==> config.mk <==
export PLATFORM = sky130hd
export DESIGN_NAME = spi_host_sequencer
export DESIGN_NICKNAME = d
export VERILOG_FILES = /design/src/rtl/spi_host_sequencer.sv
export SDC_FILE = /design/constraint.sdc
export NUM_CORES = 1
export LEC_CHECK = 0
export ABC_CLOCK_PERIOD_IN_PS = 8400
export BUFFER_PORTS_ARGS = -buffer_cell sky130_fd_sc_hd__buf_4
export CORE_MARGIN = 8
export CORE_UTILIZATION = 61
export DETAILED_ROUTE_END_ITERATION = 16
export PLACE_DENSITY_LB_ADDON = 0.1
export SETUP_SLACK_MARGIN = 0.5
export SLEW_MARGIN = 20
export SYNTH_ARGS = -nofsm -noshare
export SYNTH_HDL_FRONTEND = slang
export SYNTH_SLANG_ARGS = --single-unit
==> constraint.sdc <==
create_clock -name clk -period 8.4 [get_ports clk]
set_input_delay 1.68 -clock clk [delete_from_list [all_inputs] [get_ports clk]]
set_output_delay 1.68 -clock clk [all_outputs]
set_load 0.005 [all_outputs]
==> src/rtl/spi_host_sequencer.sv <==
// spi_host_sequencer: accepts parallel read/write requests and expands each
// into the SPI_wrapper two-frame protocol (address frame, then data frame),
// capturing the byte returned on MISO for reads. All outputs are registered.
module spi_host_sequencer #(
    parameter int ADDR_SIZE  = 8,
    parameter int RD_LAT     = 2,
    parameter int GAP_CYCLES = 2
) (
    input  logic                 clk,
    input  logic                 rst_n,
    input  logic                 req_valid,
    output logic                 req_ready,
    input  logic                 req_wr,
    input  logic [ADDR_SIZE-1:0] req_addr,
    input  logic [ADDR_SIZE-1:0] req_wdata,
    output logic                 rsp_valid,
    output logic [ADDR_SIZE-1:0] rsp_rdata,
    output logic                 busy,
    output logic                 SS_n,
    output logic                 MOSI,
    input  logic                 MISO
);

    // frame word is {cmd[1:0], payload}, shifted MSB first
    localparam int W    = ADDR_SIZE + 2;
    localparam int M1   = (W > RD_LAT) ? W : RD_LAT;
    localparam int CMAX = (M1 > GAP_CYCLES) ? M1 : GAP_CYCLES;
    localparam int CW   = $clog2(CMAX + 1);

    // counters load "cycles - 1" and count down to zero
    localparam logic [CW-1:0] SHIFT_LAST = CW'(W - 1);
    localparam logic [CW-1:0] RDW_LAST   = CW'(RD_LAT - 1);
    localparam logic [CW-1:0] CAP_LAST   = CW'(ADDR_SIZE - 1);
    localparam logic [CW-1:0] GAP_LAST   = CW'(GAP_CYCLES - 1);

    typedef enum logic [2:0] {
        IDLE    = 3'd0,
        START   = 3'd1,
        SHIFT   = 3'd2,
        RD_WAIT = 3'd3,
        CAPTURE = 3'd4,
        GAP     = 3'd5
    } state_t;

    state_t                state, state_nx;
    logic [CW-1:0]         cnt, cnt_nx;
    logic                  phase, phase_nx;
    logic                  lat_wr, wr_nx;
    logic [ADDR_SIZE-1:0]  lat_addr, addr_nx;
    logic [ADDR_SIZE-1:0]  lat_wdata, wdata_nx;
    logic [ADDR_SIZE-1:0]  cap;
    logic                  rsp_valid_nx;
    logic [ADDR_SIZE-1:0]  rsp_rdata_nx;
    logic [ADDR_SIZE-1:0]  payload_nx;
    logic [W-1:0]          word_nx;
    logic                  ss_n_nx, mosi_nx;

    // next state, next latched fields and next registered pin values
    always_comb begin
        state_nx     = state;
        cnt_nx       = cnt;
        phase_nx     = phase;
        wr_nx        = lat_wr;
        addr_nx      = lat_addr;
        wdata_nx     = lat_wdata;
        rsp_valid_nx = 1'b0;
        rsp_rdata_nx = rsp_rdata;
        payload_nx   = '0;
        word_nx      = '0;
        ss_n_nx      = 1'b1;
        mosi_nx      = 1'b0;

        case (state)
            IDLE: begin
                if (req_valid) begin
                    state_nx = START;
                    phase_nx = 1'b0;
                    wr_nx    = req_wr;
                    addr_nx  = req_addr;
                    wdata_nx = req_wdata;
                end
            end
            START: begin
                state_nx = SHIFT;
                cnt_nx   = SHIFT_LAST;
            end
            SHIFT: begin
                if (cnt == '0) begin
                    // only the read-data frame waits for and captures MISO
                    if (!lat_wr && phase) begin
                        if (RD_LAT > 0) begin
                            state_nx = RD_WAIT;
                            cnt_nx   = RDW_LAST;
                        end else begin
                            state_nx = CAPTURE;
                            cnt_nx   = CAP_LAST;
                        end
                    end else begin
                        state_nx = GAP;
                        cnt_nx   = GAP_LAST;
                    end
                end else begin
                    cnt_nx = cnt - 1'b1;
                end
            end
            RD_WAIT: begin
                if (cnt == '0) begin
                    state_nx = CAPTURE;
                    cnt_nx   = CAP_LAST;
                end else begin
                    cnt_nx = cnt - 1'b1;
                end
            end
            CAPTURE: begin
                if (cnt == '0) begin
                    state_nx     = GAP;
                    cnt_nx       = GAP_LAST;
                    rsp_valid_nx = 1'b1;
                    rsp_rdata_nx = {cap[ADDR_SIZE-2:0], MISO};
                end else begin
                    cnt_nx = cnt - 1'b1;
                end
            end
            GAP: begin
                if (cnt == '0) begin
                    if (!phase) begin
                        state_nx = START;
                        phase_nx = 1'b1;
                    end else begin
                        state_nx = IDLE;
                        phase_nx = 1'b0;
                    end
                end else begin
                    cnt_nx = cnt - 1'b1;
                end
            end
            default: state_nx = IDLE;
        endcase

        // word for the frame being entered; fields come from the new latch
        // values so the accept edge already drives the right START bit
        if (phase_nx) payload_nx = wr_nx ? wdata_nx : '0;
        else          payload_nx = addr_nx;
        word_nx = {~wr_nx, phase_nx, payload_nx};

        ss_n_nx = (state_nx == IDLE) || (state_nx == GAP);
        if (state_nx == START) begin
            mosi_nx = word_nx[W-1];
        end else if (state_nx == SHIFT) begin
            for (int i = 0; i < W; i++) begin
                if (cnt_nx == CW'(i)) mosi_nx = word_nx[i];
            end
        end
    end

    // state, latched request and registered outputs
    always_ff @(posedge clk or negedge rst_n) begin
        if (!rst_n) begin
            state     <= IDLE;
            cnt       <= '0;
            phase     <= 1'b0;
            lat_wr    <= 1'b0;
            lat_addr  <= '0;
            lat_wdata <= '0;
            cap       <= '0;
            SS_n      <= 1'b1;
            MOSI      <= 1'b0;
            req_ready <= 1'b1;
            busy      <= 1'b0;
            rsp_valid <= 1'b0;
            rsp_rdata <= '0;
        end else begin
            state     <= state_nx;
            cnt       <= cnt_nx;
            phase     <= phase_nx;
            lat_wr    <= wr_nx;
            lat_addr  <= addr_nx;
            lat_wdata <= wdata_nx;
            if (state == CAPTURE) cap <= {cap[ADDR_SIZE-2:0], MISO};
            SS_n      <= ss_n_nx;
            MOSI      <= mosi_nx;
            req_ready <= (state_nx == IDLE);
            busy      <= (state_nx != IDLE);
            rsp_valid <= rsp_valid_nx;
            rsp_rdata <= rsp_rdata_nx;
        end
    end

endmodule

==> results.sh <==
export IMPL_status="finished, final reports clean"
export IMPL_cts_tree="done"
export IMPL_drt_pass1_iter_count=4
export IMPL_rr_endpoint="MOSI$_DFF_PN0_"
export IMPL_synthArstFlopShare_pct=100
export IMPL_worst_path_stages=8
export IMPL_r2r_cells=12
export IMPL_cts_buffers=5
export IMPL_hold_start="lat_wdata[3]$_DFF_PN0_"
export IMPL_criticalPathCategory="in2reg"
export IMPL_synth_nets=269
export IMPL_path_max_fanout=22
export IMPL_grt_max_degree=46
export IMPL_crit_slowest_cell="or4b_2"
export IMPL_htreeDepth=2
export IMPL_grt_usage_pct=17.4
export IMPL_maxSlewViolCount=0
export IMPL_fp_dieH_um=78.4
export IMPL_drive_above_1_share_pct=25.0
export IMPL_hold_end="lat_wdata[3]$_DFF_PN0_"
export IMPL_netlist_instances=246
export IMPL_cp_end_kind="flop"
export IMPL_core_sq_um=3720
export IMPL_crit_arrival_ns=3.84
export IMPL_syn_avg_cell_area_sq_um=9.66
export IMPL_grt_pass1_vias=1830
export IMPL_rrSetupSlack_ns=5.22
export IMPL_area_delta_synth_final_pct=16.3
export IMPL_grt_pass1_wl_um=8720
export IMPL_vias=1902
export IMPL_cts_hold_buf=0
export IMPL_diodes=0
export IMPL_cp_required_ns=8.62
export IMPL_port_buffers=33
export IMPL_fin_setup_tns_ns=0
export IMPL_worst_setup_path_start_kind="primary input"
export IMPL_fmax_mhz=276
export IMPL_met3WireLength_um=285
export IMPL_cts_root_buf="clkbuf_8"
export IMPL_cts_max_path_buffers=2
export IMPL_finalSetupViolCount=0
export IMPL_ys_seq_area_share_pct=47.5
export IMPL_dieArea_sq_um=6150
export IMPL_hpwl_um=3620
export IMPL_rr_startpoint="cnt[0]$_DFF_PN0_"
export IMPL_synth_area_sq_um=2380
export IMPL_synth_edff_count=0
export IMPL_drtIter0Drc=69
export IMPL_cap_violations=0
export IMPL_synth_main_ff_cell="dfrtp_1"
export IMPL_finalCritPeriodShare_pct=43.2
export IMPL_rsz0062_at_grt="false"
export IMPL_cts_resized=0
export IMPL_antenna_left=0
export IMPL_drc_errors=0
export IMPL_routabilityCongestion=0.951
export IMPL_overflow=0
export IMPL_drt_total_wl_um=5140
export IMPL_power_leakage_uw=0.00133
export IMPL_hold_violations=0
export IMPL_slew_headroom_pct=53.2
export IMPL_final_nets=298
export IMPL_hold_path_class="reg2reg"
export IMPL_synth_cell_types=55
export IMPL_timing_final_ws_setup_ns=4.77
export IMPL_antenna_found_initial=0
export IMPL_dr_wl_met2_um=2520
export IMPL_clk_pin_slew_ns=0.09
export IMPL_crit_buf_inv=1
export IMPL_clk_latency_ns=0.30
export IMPL_dp_slack_ns=4.48
export IMPL_wl_per_cell_um=15.9
export IMPL_fp_dieW_um=78.4
export IMPL_cts_sinks=45
export IMPL_tightest_slew_ns=0.702
export IMPL_highest_layer="met4"
export IMPL_peakVddDrop_v=0.000217
export IMPL_slowest_delay_ns=0.85
export IMPL_yosysWarnings=0
export IMPL_start_util_pct=64.0
export IMPL_finalCriticalPeriod_ns=3.63
export IMPL_power_density_nw_per_um2=341
export IMPL_clock_skew_ns=0.00834
export IMPL_cp_cell_sequence="buf_4 > or4b_2 > nand2_1 > o21ai_0 > mux2i_1 > and3_1 > o31a_1 > o31ai_1"
export IMPL_critPathTopFamily="simple AND/OR/NAND/NOR gates"
export IMPL_avgViaCountPerCell=5.87
export IMPL_synth_seq_cells=45
export IMPL_fp_row_count=22
export IMPL_cts_setup_buffers=0
export IMPL_min_path_cells=2
export IMPL_wl_met1_um=2250
export IMPL_num_io_pins=34
[tightest hold or removal path: cells and delay by family, from the launching register on]
family / cells / cell delay (ns)
and+or+nand+nor: 2 / 0.12
DFF: 1 / 0.33
[cells in the final DEF, fill, tap and decap left out, types with 2 or more instances in the layout]
cell type and instances:
a21oi_1 7, a22oi_1 2, a32oi_1 3, and2_1 3, and3_1 2, buf_4 34, clkbuf_8 5, dfrtp_1 43
dfstp_2 2, ha_1 2, inv_1 10, mux2_2 19, mux2i_1 5, nand2_1 55, nand2b_1 5, nand3_1 3
nor2_1 10, nor2b_1 3, nor3_1 8, nor4_1 2, o21ai_0 5, o221ai_1 2, o22ai_1 6, o31ai_1 3
or3_1 3, or4_1 2, xnor2_1 2
[synthesized netlist by cell type (3+ instances only)]
| master | count | share of area [%] |
|---|---|---|
| nand2_1 | 55 | 8.7 |
| dfrtp_1 | 43 | 45 |
| mux2_2 | 19 | 9.0 |
| inv_1 | 10 | 1.6 |
| nor2_1 | 10 | 1.6 |
| clkbuf_1 | 9 | 1.4 |
| nor3_1 | 8 | 1.7 |
| a21oi_1 | 7 | 1.5 |
| o22ai_1 | 6 | 1.6 |
| mux2i_1 | 5 | 2.1 |
| nand2b_1 | 5 | 1.3 |
| o21ai_0 | 5 | 1.1 |
| a32oi_1 | 3 | 1.1 |
| and2_1 | 3 | 0.79 |
| nand3_1 | 3 | 0.63 |
| nor2b_1 | 3 | 0.79 |
| o31ai_1 | 3 | 0.95 |
| or3_1 | 3 | 0.79 |
[final cells by class]
cell class	count	area [sq um]
Tap cell	48	60.1
Clock buffer	6	72.6
Fill cell	294	951
Clock inverter	2	38.8
Multi-Input combinational cell	178	1170
Inverter	11	41.3
Sequential cell	45	1130
Timing Repair Buffer	34	255
[registers in the layout, summed over array words and instances, names as in the netlist]
signal	cells
req_ready	1
phase	1
cap	7
busy	1
state	3
lat_addr	8
rsp_valid	1
SS_n	1
cnt	4
lat_wr	1
lat_wdata	8
MOSI	1
rsp_rdata	8
[how the worst max path moves through the flow]
stage                         start              to
after floorplan           req_valid  MOSI$_DFF_PN0_
after detailed placement  req_valid  MOSI$_DFF_PN0_
after global routing      req_valid  MOSI$_DFF_PN0_
final                     req_valid  MOSI$_DFF_PN0_
after CTS                 req_valid  MOSI$_DFF_PN0_
after global placement    req_valid  MOSI$_DFF_PN0_
[power by group]
part	switching, uW	leakage (uW)	total [uW]	internal (uW)
Sequential	79.5	0.000573	370	290
Combinational	219	0.000705	410	190
Clock	74.8	0.0000554	164	89.3
Total	374	0.00133	944	570
[stage by stage]
| stage | hold slack (ns) | total power [uW] | util [%] | std cells | cell area [sq um] |
|---|---|---|---|---|---|
| 2_1_floorplan | 0.440 | 666 | - | 246 | 2380 |
| 3_3_place_gp | 0.464 | 764 | 71.4 | 316 | 2650 |
| 3_5_place_dp | 0.465 | 778 | 71.4 | 316 | 2650 |
| 4_1_cts | 0.490 | 943 | 74.4 | 324 | 2770 |
| 5_1_grt | 0.521 | 1010 | 74.4 | 324 | 2770 |
| 6_report | 0.486 | 944 | 74.4 | 324 | 2770 |
[cell families (layout without fill, tap and decap cells)]
logic type	after synthesis	in the layout	share of synthesized area, %
adders and majority gates	3	3	1.47
AOI/OAI and AO/OA	45	45	14.0
buffers and inverters	23	53	3.74
DFF	45	45	47.5
xor gates and xnor gates	3	3	1.11
and+or+nand+nor	103	103	21.1
muxes	24	24	11.1
[per-layer routing]
metal,GRT usage (%),up-vias
li1,-,937
met1,22.7,899
met2,27.4,57
met3,4.56,9
met4,5.93,0
met5,0,-
Power figures use the tool's default switching activity.
